## config.mk

```make
export PLATFORM = sky130hd
export DESIGN_NAME = packet_tx_ctrl
export DESIGN_NICKNAME = d
export VERILOG_FILES = /design/src/rtl/packet_tx_ctrl_pkg.sv /design/src/rtl/packet_tx_ctrl.sv
export SDC_FILE = /design/constraint.sdc
export NUM_CORES = 1
export LEC_CHECK = 0
export CORE_MARGIN = 3
export CORE_UTILIZATION = 51
export CTS_CLUSTER_SIZE = 40
export DETAILED_ROUTE_END_ITERATION = 16
export GPL_TIMING_DRIVEN = 0
export MAX_ROUTING_LAYER = met4
export PLACE_DENSITY = 0.8
export SYNTH_ARGS = -nofsm -noshare
export SYNTH_HDL_FRONTEND = slang
export SYNTH_SLANG_ARGS = --single-unit
```

## constraint.sdc

```tcl
create_clock -name clk -period 3.35 [get_ports clk]
set_input_delay 0.5025 -clock clk [delete_from_list [all_inputs] [get_ports clk]]
set_output_delay 0.5025 -clock clk [all_outputs]
set_load 0.05 [all_outputs]
```

## src/rtl/packet_tx_ctrl_pkg.sv

```systemverilog
// Shared definitions for the packet transmit path: FSM encoding, index sizing
// and the XOR checksum step also used by the receive-side checker.
package packet_tx_ctrl_pkg;

    typedef enum logic [1:0] {
        IDLE = 2'd0,
        SEND = 2'd1,
        WAIT = 2'd2,
        DONE = 2'd3
    } state_t;

    // Widest word the checksum helper accepts; callers zero-extend into it.
    localparam int CKSUM_MAX_W = 64;

    // Bits needed to hold indices 0..num_bytes (the checksum word is index num_bytes).
    function automatic int idx_width(input int num_bytes);
        return (num_bytes < 1) ? 1 : $clog2(num_bytes + 1);
    endfunction

    function automatic logic [CKSUM_MAX_W-1:0] xor_cksum_step(
        input logic [CKSUM_MAX_W-1:0] acc,
        input logic [CKSUM_MAX_W-1:0] word
    );
        return acc ^ word;
    endfunction

endpackage

```

## src/rtl/packet_tx_ctrl.sv

```systemverilog
// Serialises a latched NUM_BYTES packet MSB byte first over a valid/tx_done
// handshake, optionally closing it with an XOR checksum word.
module packet_tx_ctrl
    import packet_tx_ctrl_pkg::*;
#(
    parameter int NUM_BYTES       = 8,
    parameter int BYTE_W          = 8,
    parameter int VALID_CYCLES    = 2,
    parameter int APPEND_CHECKSUM = 1
) (
    input  logic                             clk,
    input  logic                             rst,
    input  logic                             start,
    input  logic [NUM_BYTES*BYTE_W-1:0]      data_in,
    input  logic                             tx_done,
    output logic                             valid,
    output logic [BYTE_W-1:0]                data_out,
    output logic                             busy,
    output logic [idx_width(NUM_BYTES)-1:0]  byte_idx,
    output logic                             packet_done
);

    localparam int PKT_W     = NUM_BYTES * BYTE_W;
    localparam int IDX_W     = idx_width(NUM_BYTES);
    localparam int VCNT_W    = (VALID_CYCLES < 2) ? 1 : $clog2(VALID_CYCLES + 1);
    localparam int NUM_WORDS = NUM_BYTES + ((APPEND_CHECKSUM != 0) ? 1 : 0);

    state_t              r_state;
    logic [PKT_W-1:0]    r_shift;
    logic [BYTE_W-1:0]   r_data_out;
    logic [IDX_W-1:0]    r_byte_idx;
    logic [VCNT_W-1:0]   r_vcnt;
    logic [BYTE_W-1:0]   r_acc;

    state_t              w_state_nxt;
    logic [BYTE_W-1:0]   w_data_nxt;
    logic [IDX_W-1:0]    w_idx_nxt;
    logic [VCNT_W-1:0]   w_vcnt_nxt;
    logic [BYTE_W-1:0]   w_acc_nxt;
    logic                w_load;
    logic                w_advance;
    logic [PKT_W-1:0]    w_shift_adv;
    logic [BYTE_W-1:0]   w_acc_upd;
    logic                w_is_payload;
    logic                w_last_payload;
    logic                w_last_word;

    assign w_shift_adv    = r_shift << BYTE_W;
    assign w_is_payload   = (r_byte_idx < IDX_W'(NUM_BYTES));
    assign w_last_payload = (r_byte_idx == IDX_W'(NUM_BYTES - 1));
    assign w_last_word    = (r_byte_idx == IDX_W'(NUM_WORDS - 1));

    // The checksum word itself is never folded back into the accumulator.
    assign w_acc_upd = w_is_payload
        ? BYTE_W'(xor_cksum_step(CKSUM_MAX_W'(r_acc), CKSUM_MAX_W'(r_data_out)))
        : r_acc;

    always_comb begin
        w_state_nxt = r_state;
        w_data_nxt  = r_data_out;
        w_idx_nxt   = r_byte_idx;
        w_vcnt_nxt  = r_vcnt;
        w_acc_nxt   = r_acc;
        w_load      = 1'b0;
        w_advance   = 1'b0;
        case (r_state)
            IDLE: begin
                if (start) begin
                    w_load      = 1'b1;
                    w_state_nxt = SEND;
                    w_data_nxt  = data_in[PKT_W-1 -: BYTE_W];
                    w_idx_nxt   = '0;
                    w_vcnt_nxt  = '0;
                    w_acc_nxt   = '0;
                end
            end
            SEND, WAIT: begin
                if (tx_done) begin
                    w_acc_nxt = w_acc_upd;
                    if (w_last_word) begin
                        w_state_nxt = DONE;
                    end else begin
                        // Next word goes straight out with a fresh valid window.
                        w_advance   = 1'b1;
                        w_state_nxt = SEND;
                        w_idx_nxt   = r_byte_idx + IDX_W'(1);
                        w_vcnt_nxt  = '0;
                        w_data_nxt  = w_last_payload ? w_acc_upd
                                                     : w_shift_adv[PKT_W-1 -: BYTE_W];
                    end
                end else if (r_state == SEND) begin
                    if (r_vcnt == VCNT_W'(VALID_CYCLES - 1)) begin
                        w_state_nxt = WAIT;
                    end else begin
                        w_vcnt_nxt = r_vcnt + VCNT_W'(1);
                    end
                end
            end
            DONE: begin
                w_state_nxt = IDLE;
                w_idx_nxt   = '0;
            end
            default: begin
                w_state_nxt = IDLE;
            end
        endcase
    end

    always_ff @(posedge clk or posedge rst) begin
        if (rst) begin
            r_state    <= IDLE;
            r_data_out <= '0;
            r_byte_idx <= '0;
            r_vcnt     <= '0;
            r_acc      <= '0;
        end else begin
            r_state    <= w_state_nxt;
            r_data_out <= w_data_nxt;
            r_byte_idx <= w_idx_nxt;
            r_vcnt     <= w_vcnt_nxt;
            r_acc      <= w_acc_nxt;
        end
    end

    // Packet payload is pure data; a new start always reloads it.
    always_ff @(posedge clk) begin
        if (w_load) begin
            r_shift <= data_in;
        end else if (w_advance) begin
            r_shift <= w_shift_adv;
        end
    end

    assign valid       = (r_state == SEND);
    assign busy        = (r_state != IDLE);
    assign packet_done = (r_state == DONE);
    assign data_out    = r_data_out;
    assign byte_idx    = r_byte_idx;

endmodule

```

# --- Yosys cells after proc, flatten, opt, wreduce, memory -nomap -nowiden ---
# Cells that the tools add are included.
word_totals:
  ff_bits: 80
  output_inout_bits: 15
  word_cells: 65
classes:
  add_sub_neg: 2
  magnitude_cmp: 1
  n_eq_ne: 13
  mux: 32
  bitwise_logic: 1
  n_reduce_logical: 10
ops:
  columns: ["operator", "n"]
  rows:
  - ["two-way mux 56 bit", 2]
  - ["two-way mux 8 bit", 7]
  - ["case mux 8 bit (2 select lines)", 2]
  - ["two-way mux 2 bit", 10]
  - ["two-way mux 4 bit", 3]
  - ["inequality test 3 bit (second input constant)", 4]
  - ["case mux 4 bit (3 select lines)", 1]
  - ["AND reduction 3 bit", 3]
  - ["bitwise XOR 8 bit", 1]
  - ["inequality test 2 bit (second input constant)", 3]
  - ["case mux 2 bit (3 select lines)", 1]
  - ["nonzero test 2 bit", 3]
  - ["two-way mux 1 bit", 5]
  - ["AND reduction 5 bit", 1]
  - ["adder 4 x 1 -> 4 bit (second input constant)", 1]
  - ["equality test 2 x 1 -> 1 bit (second input constant)", 2]
  - ["equality test 2 bit (second input constant)", 2]
  - ["equality test 4 x 3 -> 1 bit (second input constant)", 1]
  - ["equality test 4 bit (second input constant)", 1]
  - ["less-than comparator 4 bit (second input constant)", 1]
  - ["case mux 2 bit (2 select lines)", 1]
  - ["AND reduction 4 bit", 1]
  - ["adder 2 x 1 -> 2 bit (second input constant)", 1]
  - ["logical NOT 2 bit", 1]
  - ["OR reduction 2 bit", 1]

# --- Logic depth before layout (Yosys ltp) ---
# Gate-level depths: netlist of the first run.
logic_depth:
  word_depth: 6
  ltp_mapped: 8
  ltp_nobuf: 6

# --- Least setup slack after synthesis of the first run ---
# No wires, ideal clock.
synth_timing:
  path_type: "reg2reg"
  startpoint: "reg r_byte_idx[0], in the netlist byte_idx[0]"
  endpoint: "reg r_shift[0], enable pin"
  setup_time_ns: 0.415
  arrival_time_ns: 2.622
  t_required_ns: 2.935
  slack_ns: 0.313
  path_stages_with_launch: 7
  n_path_buf: 0
  cell_sequence: "dfrtp_1 -> inv_1 -> ha_1 -> nand3b_4 -> and2_1 -> nand2_1 -> nand2_1"
synth_between:
  elab_chain_cells: 5
synth_rtl:
  columns: ["element", "line_no", "text"]
  rows:
  - ["start: declaration", "packet_tx_ctrl.sv:31", "logic [IDX_W-1:0] r_byte_idx;"]
  - ["start signal: assignment", "packet_tx_ctrl.sv:119", "r_byte_idx <= w_idx_nxt;"]
  - ["equality test 4 bit", "packet_tx_ctrl.sv:51", "assign w_last_word = (r_byte_idx == IDX_W'(NUM_WORDS - 1));"]
  - ["two-way mux 1 bit", "packet_tx_ctrl.sv:80", "if (w_last_word) begin"]
  - ["two-way mux 1 bit", "packet_tx_ctrl.sv:78", "if (tx_done) begin"]
  - ["two-way mux 1 bit", "packet_tx_ctrl.sv:66", "case (r_state)"]
  - ["nonzero test 2 bit (no line)", null, null]
  - ["end signal: assignment", "packet_tx_ctrl.sv:128", "r_shift <= data_in;"]
  - ["end signal: assignment", "packet_tx_ctrl.sv:130", "r_shift <= w_shift_adv;"]
  - ["end: declaration", "packet_tx_ctrl.sv:29", "logic [PKT_W-1:0] r_shift;"]
# No other way between the ends.
# A chain may end at the register's enable or synchronous reset.

# --- Worst setup path after layout of the first run ---
layout_timing:
  startpoint: "reg r_state[1]"
  endpoint: "out busy"
layout_between:
  elab_chain_cells: 1
layout_rtl:
  columns: ["element", "line_no", "text"]
  rows:
  - ["start: declaration", "packet_tx_ctrl.sv:28", "state_t r_state;"]
  - ["start signal: assignment", "packet_tx_ctrl.sv:117", "r_state <= w_state_nxt;"]
  - ["nonzero test 2 bit", "packet_tx_ctrl.sv:135", "assign busy = (r_state != IDLE);"]
  - ["end: declaration", "packet_tx_ctrl.sv:18", "output logic busy,"]
# No other way between the ends.

==> results of run 1 <==
==> sequential cells by signal (all words and copies together) (netlist names) <==
signal	flops
byte_idx	4
data_out	8
r_acc	8
r_shift	56
r_state	2
r_vcnt	2
==> cells in the final DEF, fill, tap and decap left out, types with 2 or more instances in the layout <==
cell type        netlist  routed
a221oi_1               7       7
a21oi_1               19      19
ha_1                   6       6
o22ai_1                4       4
clkinv_1               0       2
o21ai_0               44      44
edfxtp_1              56      56
buf_2                  9       9
nand2_2                1       2
bufinv_16              0       2
and3_1                 8       8
nand2_1               13      12
or3_1                  2       2
mux2_2                50      50
clkbuf_8               0       9
clkinv_2               0       2
nand3_1                2       2
dfrtp_1               24      24
inv_1                 11      11
nor3b_1                7       7
clkdlybuf4s50_1        0      82
buf_6                  3       3
o21ai_1                3       3
==> power by group through the flow <==
stage                     combinational [mW]  sequential (mW)  clock, mW
after floorplan                         1.11             2.05          0
after global placement                  1.75             1.89          0
after detailed placement                1.84             1.90          0
after CTS                               1.85             1.88      0.769
after global routing                    2.01             1.93      0.806
final                                   1.84             1.88      0.751
==> worst register-to-register path, stage by stage (launching register included) <==
cell and delay (ns):
dfrtp_1 0.41, inv_1 0.09, ha_1 0.20, buf_2 0.22
nand2_2 0.10, buf_6 0.16, buf_6 0.15, nand2_2 0.46
buf_12 0.29
==> metal layers <==
layer	up-vias	wire, um	global-route usage
met4	0	135	0.0879
met1	1269	3060	0.221
li1	1291	-	-
met2	121	4240	0.347
met3	15	778	0.0772
met5	-	0	-
==> metrics by stage <==
step,power (mW),hold slack [ns],instances,area [sq um]
after floorplan,3.16,0.446,290,3820
after detailed placement,3.74,0.488,469,4790
after global routing,4.75,0.514,485,5000
after CTS,4.50,0.500,485,5000
after global placement,3.63,0.465,468,4760
final,4.47,0.497,485,5000
==> synthesized netlist by cell type, drive strengths merged <==
cell type and n:
nor3b 8, nor2b 1, a221oi 7, and2 1, a31oi 2, nor3 1
nand4b 1, inv 12, nand4 1, or3 2, clkbuf 2, or4b 1
nand3 2, nand2 15, o21ai 48, dfrtp 24, nor2 1, o31ai 1
or2b 1, mux2 50, o22ai 4, and3 8, ha 6, a21oi 19
a2bb2oi 1, buf 12, edfxtp 56, mux2i 1, nand3b 1, nand2b 1
==> area by class of cell <==
| type | count | share of cell area |
|---|---|---|
| Sequential cell | 80 | 0.457 |
| Tap cell | 96 | 0.0240 |
| Clock inverter | 7 | 0.0173 |
| Multi-Input combinational cell | 184 | 0.282 |
| Buffer | 14 | 0.0175 |
| Timing Repair Buffer | 83 | 0.168 |
| Inverter | 12 | 0.00902 |
| Clock buffer | 9 | 0.0248 |
==> logic make-up (layout without fill, tap and decap cells) <==
family,Yosys count,after routing,share of synthesized area
AOI/OAI and AO/OA,82,82,0.120
adders and majority gates,6,6,0.0196
buffers and inverters,26,125,0.0347
DFF,80,80,0.597
muxes,51,51,0.150
and+or+nand+nor,45,45,0.0782
==> worst min-delay path by stage <==
stage	start	end	slack, ns	depth (start not counted)
6_report	r_acc[1]$_DFFE_PP0P_	r_acc[1]$_DFFE_PP0P_	0.50	1
5_1_grt	r_acc[1]$_DFFE_PP0P_	r_acc[1]$_DFFE_PP0P_	0.51	1
4_1_cts	r_acc[1]$_DFFE_PP0P_	r_acc[1]$_DFFE_PP0P_	0.50	1
3_5_place_dp	r_acc[1]$_DFFE_PP0P_	r_acc[1]$_DFFE_PP0P_	0.49	1
3_3_place_gp	r_acc[1]$_DFFE_PP0P_	r_acc[1]$_DFFE_PP0P_	0.46	1
2_1_floorplan	r_acc[1]$_DFFE_PP0P_	r_acc[1]$_DFFE_PP0P_	0.45	1
==> flow_metrics.env, run 1 <==
export IMPL_synth_top_area_cell="edfxtp_1"
export IMPL_fill_cells=525
export IMPL_cts_tree="built"
export IMPL_hold_path_class="flip-flop to flip-flop"
export IMPL_crit_top_cell="inv_1"
export IMPL_grt_pass1_vias=2810
export IMPL_wl_per_cell_um=16.9
export IMPL_synthTopCellsByArea="edfxtp_1, dfrtp_1, mux2_2"
export IMPL_postRouteAntennaNets=0
export IMPL_final_hold_violation_count=0
export IMPL_cts_resized=0
export IMPL_grt_max_degree=33
export IMPL_root_buffer="clkbuf_8"
export IMPL_fin_nets=458
export IMPL_worst_r2r_path_depth=8
export IMPL_layout_drive_gt1_share=0.231
export IMPL_utilization=0.712
export IMPL_antenna_found_initial=0
export IMPL_core_region_area_sq_mm=0.00702
export IMPL_rsz0062_at_grt="false"
export IMPL_htreeDepth=3
export IMPL_ys_types=39
export IMPL_tightestPinTransition_ns=0.930
export IMPL_r2r_start="r_state[1]$_DFFE_PP0P_"
export IMPL_place_congestion=0.848
export IMPL_die_area_sq_mm=0.00857
export IMPL_crit_start="r_state[1]$_DFFE_PP0P_"
export IMPL_clockPowerShare=0.168
export IMPL_overflow=0
export IMPL_clock_latency_ns=0.35
export IMPL_drt_pass1_iter_count=4
export IMPL_internal_power_mw=2.87
export IMPL_pwr_share_comb=0.412
export IMPL_seq_area_sq_mm=0.00228
export IMPL_cp_num_buf_inv=4
export IMPL_die_height_um=92.6
export IMPL_start_util=0.545
export IMPL_worstPathMaxFanout=10
export IMPL_status="complete, no violations"
export IMPL_cts_sinks=80
export IMPL_drv_slew=0
export IMPL_cp_num_cells=5
export IMPL_multi_input_area_sq_mm=0.00141
export IMPL_syn_area_sq_mm=0.00382
export IMPL_drt_iter0_drc=150
export IMPL_crit_required_ns=2.85
export IMPL_grt_pass1_wl_um=13300
export IMPL_postLayoutSetupSlackWorst_ns=0.777
export IMPL_ir_worst_vdd_v=0.000479
export IMPL_critPathMaxStageDelay_ns=0.79
export IMPL_p_sw_mw=1.60
export IMPL_pre_cts_slack_ns=0.594
export IMPL_io_pins=83
export IMPL_finClkSkew_ns=0.0119
export IMPL_synth_top_cell_area_share=0.440
export IMPL_period_share=0.768
export IMPL_max_cap_viol_count=0
export IMPL_path_cells="inv_1, ha_1, buf_2, inv_1, clkdlybuf4s50_1"
export IMPL_slowest_stage="clkdlybuf4s50_1"
export IMPL_relSlewSlack=0.379
export IMPL_path_clk_slew_ns=0.08
export IMPL_cp_end_kind="primary output"
export IMPL_remaining_drc_errors=0
export IMPL_vias=2696
export IMPL_cts_buffers=9
export IMPL_netlist_instances=290
export IMPL_period_minus_slack_ns=2.57
export IMPL_syn2layout_area_growth_pct=30.7
export IMPL_startpoint_type="flip-flop"
export IMPL_pwr_share_seq=0.421
export IMPL_ctsHoldBuffers=0
export IMPL_synth_avg_cell_area_sq_um=13.2
export IMPL_wirelength_um=8210
export IMPL_io_buffers=82
export IMPL_die_w_um=92.6
export IMPL_power_density_mw_per_mm2=895
export IMPL_r2r_setup_slack_ns=0.96
export IMPL_ys_seq_area_frac=0.597
export IMPL_cp_endpoint="busy"
export IMPL_yosysWarnings=0
export IMPL_r2r_end="r_shift[27]$_DFFE_PP_"
export IMPL_p_sw_frac=0.358
export IMPL_cts_setup_buffers=0
export IMPL_ys_seq_elements=80
export IMPL_grt_total_usage=0.207
export IMPL_setup_violations=0
export IMPL_max_freq_ghz=0.389
export IMPL_arrival_ns=2.07
export IMPL_tns_ns=0
export IMPL_dp_hpwl_um=6000
export IMPL_leakagePower_nw=1.89
export IMPL_crit_family="buffers and inverters"
export IMPL_row_count=30
export IMPL_synth_nets=364
export IMPL_vias_per_cell=5.56
export IMPL_crit_type="flip-flop to primary output"
export IMPL_num_antenna_cells=0
export IMPL_cts_path_max_buffers=2
No activity file was read; power rests on OpenSTA's default activity.
==> run 2: changes to the inputs <==
clock period = 2.65 ns   (was 3.35 ns; I/O delays follow)
==> run 2 against run 1 <==
Cell area up 0.23%. Power up 29%. Via count up 2.2%. Clock skew down 0.0024 ns. Setup slack worse by 0.62 ns. Critical path depth unchanged. Core utilization up 0.16 points. Highest routed layer unchanged.
==> flow_metrics.env, run 2 (synthesized netlist as in run 1, its figures left out) <==
export IMPL_htreeDepth=3
export IMPL_startpoint_type="flip-flop"
export IMPL_vias_per_cell=5.69
export IMPL_antenna_found_initial=0
export IMPL_die_w_um=92.6
export IMPL_status="complete, no violations"
export IMPL_wirelength_um=8360
export IMPL_drt_pass1_iter_count=5
export IMPL_overflow=0
export IMPL_cts_sinks=80
export IMPL_postRouteAntennaNets=0
export IMPL_rsz0062_at_grt="false"
export IMPL_grt_pass1_vias=2845
export IMPL_power_density_mw_per_mm2=1150
export IMPL_grt_total_usage=0.212
export IMPL_leakagePower_nw=1.89
export IMPL_r2r_setup_slack_ns=0.33
export IMPL_syn2layout_area_growth_pct=31.0
export IMPL_regMostFlops="r_shift"
export IMPL_tightestPinTransition_ns=0.922
export IMPL_clock_latency_ns=0.34
export IMPL_cts_tree="built"
export IMPL_start_util=0.545
export IMPL_cts_path_max_buffers=2
export IMPL_cp_endpoint="busy"
export IMPL_final_cells=484
export IMPL_period_minus_slack_ns=2.50
export IMPL_die_area_sq_mm=0.00857
export IMPL_cts_buffers=9
export IMPL_fin_nets=457
export IMPL_path_clk_slew_ns=0.08
export IMPL_final_cell_mix="clkdlybuf4s50_1, edfxtp_1, mux2_2"
export IMPL_r2r_end="r_shift[33]$_DFFE_PP_"
export IMPL_hold_path_class="flip-flop to flip-flop"
export IMPL_row_count=30
export IMPL_crit_required_ns=2.25
export IMPL_max_cap_viol_count=0
export IMPL_p_sw_mw=2.04
export IMPL_final_common_cell="clkdlybuf4s50_1"
export IMPL_pwr_share_seq=0.414
export IMPL_worst_r2r_path_depth=7
export IMPL_drv_slew=0
export IMPL_num_antenna_cells=0
export IMPL_worstPathMaxFanout=10
export IMPL_internal_power_mw=3.71
export IMPL_drt_iter0_drc=172
export IMPL_period_share=0.942
export IMPL_p_sw_frac=0.355
export IMPL_layout_drive_gt1_share=0.229
export IMPL_relSlewSlack=0.385
export IMPL_dp_hpwl_um=5830
export IMPL_grt_max_degree=57
export IMPL_crit_start="r_state[0]$_DFFE_PP0P_"
export IMPL_finClkSkew_ns=0.00949
export IMPL_crit_type="flip-flop to primary output"
export IMPL_root_buffer="clkbuf_8"
export IMPL_dp_cells=468
export IMPL_wl_per_cell_um=17.3
export IMPL_vias=2754
export IMPL_cp_end_kind="primary output"
export IMPL_io_buffers=82
export IMPL_tns_ns=0
export IMPL_r2r_start="r_state[1]$_DFFE_PP0P_"
export IMPL_core_region_area_sq_mm=0.00702
export IMPL_ir_worst_vdd_v=0.000578
export IMPL_final_hold_violation_count=0
export IMPL_grt_pass1_wl_um=13800
export IMPL_max_freq_ghz=0.400
export IMPL_die_height_um=92.6
export IMPL_largest_register_ffs=56
export IMPL_arrival_ns=2.10
export IMPL_ctsHoldBuffers=0
export IMPL_remaining_drc_errors=0
export IMPL_place_congestion=0.932
export IMPL_io_pins=83
export IMPL_pwr_share_comb=0.402
export IMPL_clockPowerShare=0.184
export IMPL_setup_violations=0
## run 2: what timing repair did
action | 4_1_cts | 5_1_grt
gates resized for setup | 1 | 0
buffers inserted | 0 | 0
endpoints found under the setup margin | 56 | 0
## run 2: worst min-delay path by stage
stage | from | to | slack, ns | cells after the start
2_1_floorplan | rst | byte_idx[0]$_DFFE_PP0P_ | 0.41 | 1
3_3_place_gp | r_acc[1]$_DFFE_PP0P_ | r_acc[1]$_DFFE_PP0P_ | 0.47 | 1
3_5_place_dp | r_acc[1]$_DFFE_PP0P_ | r_acc[1]$_DFFE_PP0P_ | 0.48 | 1
4_1_cts | r_acc[1]$_DFFE_PP0P_ | r_acc[1]$_DFFE_PP0P_ | 0.50 | 1
5_1_grt | r_acc[1]$_DFFE_PP0P_ | r_acc[1]$_DFFE_PP0P_ | 0.53 | 1
6_report | r_acc[1]$_DFFE_PP0P_ | r_acc[1]$_DFFE_PP0P_ | 0.49 | 1
## run 2: per-layer routing
| metal | vias up | wire length, um | global-route usage | share of wire |
|---|---|---|---|---|
| met3 | 11 | 658 | 0.0593 | 0.079 |
| met2 | 113 | 4280 | 0.357 | 0.51 |
| met1 | 1348 | 3330 | 0.248 | 0.40 |
| met4 | 0 | 88 | 0.0606 | 0.011 |
| met5 | - | 0 | - | 0 |
| li1 | 1282 | - | - | - |
## run 2: power groups by stage
stage,clock (mW),sequential (mW),combinational (mW)
after floorplan,0,2.58,1.41
after global placement,0,2.37,2.22
after detailed placement,0,2.41,2.29
after CTS,1.07,2.38,2.31
after global routing,1.13,2.45,2.52
final,1.06,2.38,2.31
## run 2: final cells by class
type                            instances  area [sq um]
Inverter                               12          45.0
Sequential cell                        80          2280
Multi-Input combinational cell        184          1420
Timing Repair Buffer                   82           821
Clock buffer                           11           131
Clock inverter                          5           105
Fill cell                             499          2010
Tap cell                               96           120
Buffer                                 14          87.6
## run 2: through the flow
step                      hold WS [ns]   util  area [sq um]  setup slack (ns)  power (mW)
after CTS                        0.495  0.713          5010             0.136        5.76
final                            0.493  0.713          5010             0.152        5.76
after detailed placement         0.480  0.679          4770            -0.267        4.70
after global routing             0.531  0.713          5010            0.0318        6.09
after global placement           0.467  0.679          4770            -0.252        4.58
after floorplan                  0.412      -          3820             0.132        3.99
## run 2: critical path: stages (launching register included)
cell             delay [ns]
dfrtp_1                0.40
inv_1                  0.06
ha_1                   0.23
buf_2                  0.20
inv_1                  0.07
clkdlybuf4s50_1        0.79
==> run 3: changes to the inputs <==
CORE_ASPECT_RATIO = 0.5   (was unset)
==> run 3 against run 2 <==
Routed wire length shrank 1.3%. Cell area grew 1.4%. Power grew 4.7%. Cell count shrank 0.83%. Non-clock buffer count is the same. First-iteration DRC count grew 77%. Register-to-register slack gained 0.05 ns. Via count shrank 1.1%. Critical path type unchanged. Critical endpoint unchanged. Largest power group unchanged. Highest routed layer unchanged.
==> flow_metrics.env, run 3 (synthesized netlist as in run 1, its figures left out) <==
export IMPL_crit_required_ns=2.25
export IMPL_rsz0062_at_grt="false"
export IMPL_setup_violations=0
export IMPL_max_cap_viol_count=0
export IMPL_fin_nets=457
export IMPL_final_common_cell="clkdlybuf4s50_1"
export IMPL_root_buffer="clkbuf_16"
export IMPL_postLayoutCellArea_sq_mm=0.00508
export IMPL_power_density_mw_per_mm2=1190
export IMPL_ctsHoldBuffers=0
export IMPL_die_height_um=67.2
export IMPL_vias_per_cell=5.68
export IMPL_layout_drive_gt1_share=0.227
export IMPL_antenna_found_initial=0
export IMPL_grt_total_usage=0.209
export IMPL_postRouteAntennaNets=0
export IMPL_dpl_cell_area_sq_mm=0.00476
export IMPL_hold_path_class="flip-flop to flip-flop"
export IMPL_htreeDepth=3
export IMPL_utilization=0.730
export IMPL_start_util=0.549
export IMPL_die_area_sq_mm=0.00863
export IMPL_finClkSkew_ns=0.00709
export IMPL_core_region_area_sq_mm=0.00696
export IMPL_largest_register_ffs=56
export IMPL_vias=2724
export IMPL_syn2layout_area_growth_pct=32.9
export IMPL_ir_worst_vdd_v=0.000565
export IMPL_io_buffers=82
export IMPL_fill_cells=480
export IMPL_tightestPinTransition_ns=0.940
export IMPL_startpoint_type="flip-flop"
export IMPL_final_hold_violation_count=0
export IMPL_arrival_ns=2.07
export IMPL_clock_latency_ns=0.34
export IMPL_io_pins=83
export IMPL_cts_tree="built"
export IMPL_hold_ws_ns=0.502
export IMPL_path_clk_slew_ns=0.06
export IMPL_dp_hpwl_um=5630
export IMPL_leakagePower_nw=1.93
export IMPL_seq_area_sq_mm=0.00228
export IMPL_cp_end_kind="primary output"
export IMPL_drt_iter0_drc=305
export IMPL_row_count=21
export IMPL_multi_input_area_sq_mm=0.00142
export IMPL_remaining_drc_errors=0
export IMPL_min_from="r_acc[1]$_DFFE_PP0P_"
export IMPL_place_congestion=0.893
export IMPL_cts_buffers=9
export IMPL_num_antenna_cells=0
export IMPL_drv_slew=0
export IMPL_crit_type="flip-flop to primary output"
export IMPL_period_share=0.932
export IMPL_grt_pass1_wl_um=13400
export IMPL_regMostFlops="r_shift"
export IMPL_grt_pass1_vias=2678
export IMPL_die_w_um=128
export IMPL_crit_start="r_state[0]$_DFFE_PP0P_"
export IMPL_final_cell_mix="clkdlybuf4s50_1, edfxtp_1, mux2_2"
export IMPL_period_minus_slack_ns=2.47
export IMPL_wl_per_cell_um=17.2
export IMPL_worstPathMaxFanout=10
export IMPL_cts_path_max_buffers=2
export IMPL_max_freq_ghz=0.405
export IMPL_wirelength_um=8250
export IMPL_cts_sinks=80
export IMPL_status="complete, no violations"
export IMPL_relSlewSlack=0.372
export IMPL_overflow=0
export IMPL_drt_pass1_iter_count=5
export IMPL_grt_max_degree=57
export IMPL_r2r_start="r_state[1]$_DFFE_PP0P_"
==> run 3: cell count changes in the layout (fill, tap and decap cells not counted), sizes merged <==
cell      previous run  this run
clkinv               0         3
clkinvlp             2         0
bufinv               3         2
==> run 3: repair_timing <==
item                                   in CTS  in global routing
setup endpoints to repair                  56                  0
buffers inserted                            0                  0
endpoints found under the hold margin       0                  0
resized for setup                           1                  0
==> run 3: path summary, 6_finish.rpt <==
kind                            slack [ns]  cells after the start                       to
worst max-delay path                  0.18                      5                     busy
min in group asynchronous             0.58                      2     r_acc[6]$_DFFE_PP0P_
worst min-delay path                  0.50                      1     r_acc[1]$_DFFE_PP0P_
max in group asynchronous             1.49                      2  data_out[2]$_DFFE_PP0P_
worst max register to register        0.38                      7    r_shift[18]$_DFFE_PP_
worst min register to register        0.50                      1     r_acc[1]$_DFFE_PP0P_
==> run 3: cell type report <==
| type | instances | area share |
|---|---|---|
| multi-input cells | 184 | 0.279 |
| repair buffers | 82 | 0.162 |
| plain buffers | 14 | 0.0172 |
| well taps | 92 | 0.0227 |
| clock inverters | 5 | 0.0160 |
| flip-flops and latches | 80 | 0.449 |
| inverters | 12 | 0.00887 |
| clock buffers | 11 | 0.0458 |
==> run 3: through the flow <==
step	TNS [ns]	setup WS, ns	instances	total power, mW
CTS	0	0.170	480	6.03
detailed placement	-14.92	-0.269	464	4.70
finish	0	0.180	480	6.03
global route	0	0.0973	480	6.37
floorplan	0	0.132	290	3.99
global placement	-11.21	-0.202	464	4.58
==> run 3: critical path, stage by stage (launching register included) <==
cell	delay, ns
dfrtp_1	0.40
inv_1	0.06
ha_1	0.23
buf_2	0.20
inv_1	0.07
clkdlybuf4s50_1	0.79
==> run 3: layer usage <==
layer / routed length, um / up-vias / global-route usage
li1: - / 1293 / -
met3: 621 / 10 / 0.0664
met4: 114 / 0 / 0.0728
met5: 0 / - / -
met2: 4060 / 125 / 0.337
met1: 3450 / 1296 / 0.254
==> run 3: power by group <==
part | switching, mW | internal [mW]
combinational | 1.36 | 0.969
sequential | 0.276 | 2.12
clock | 0.475 | 0.825
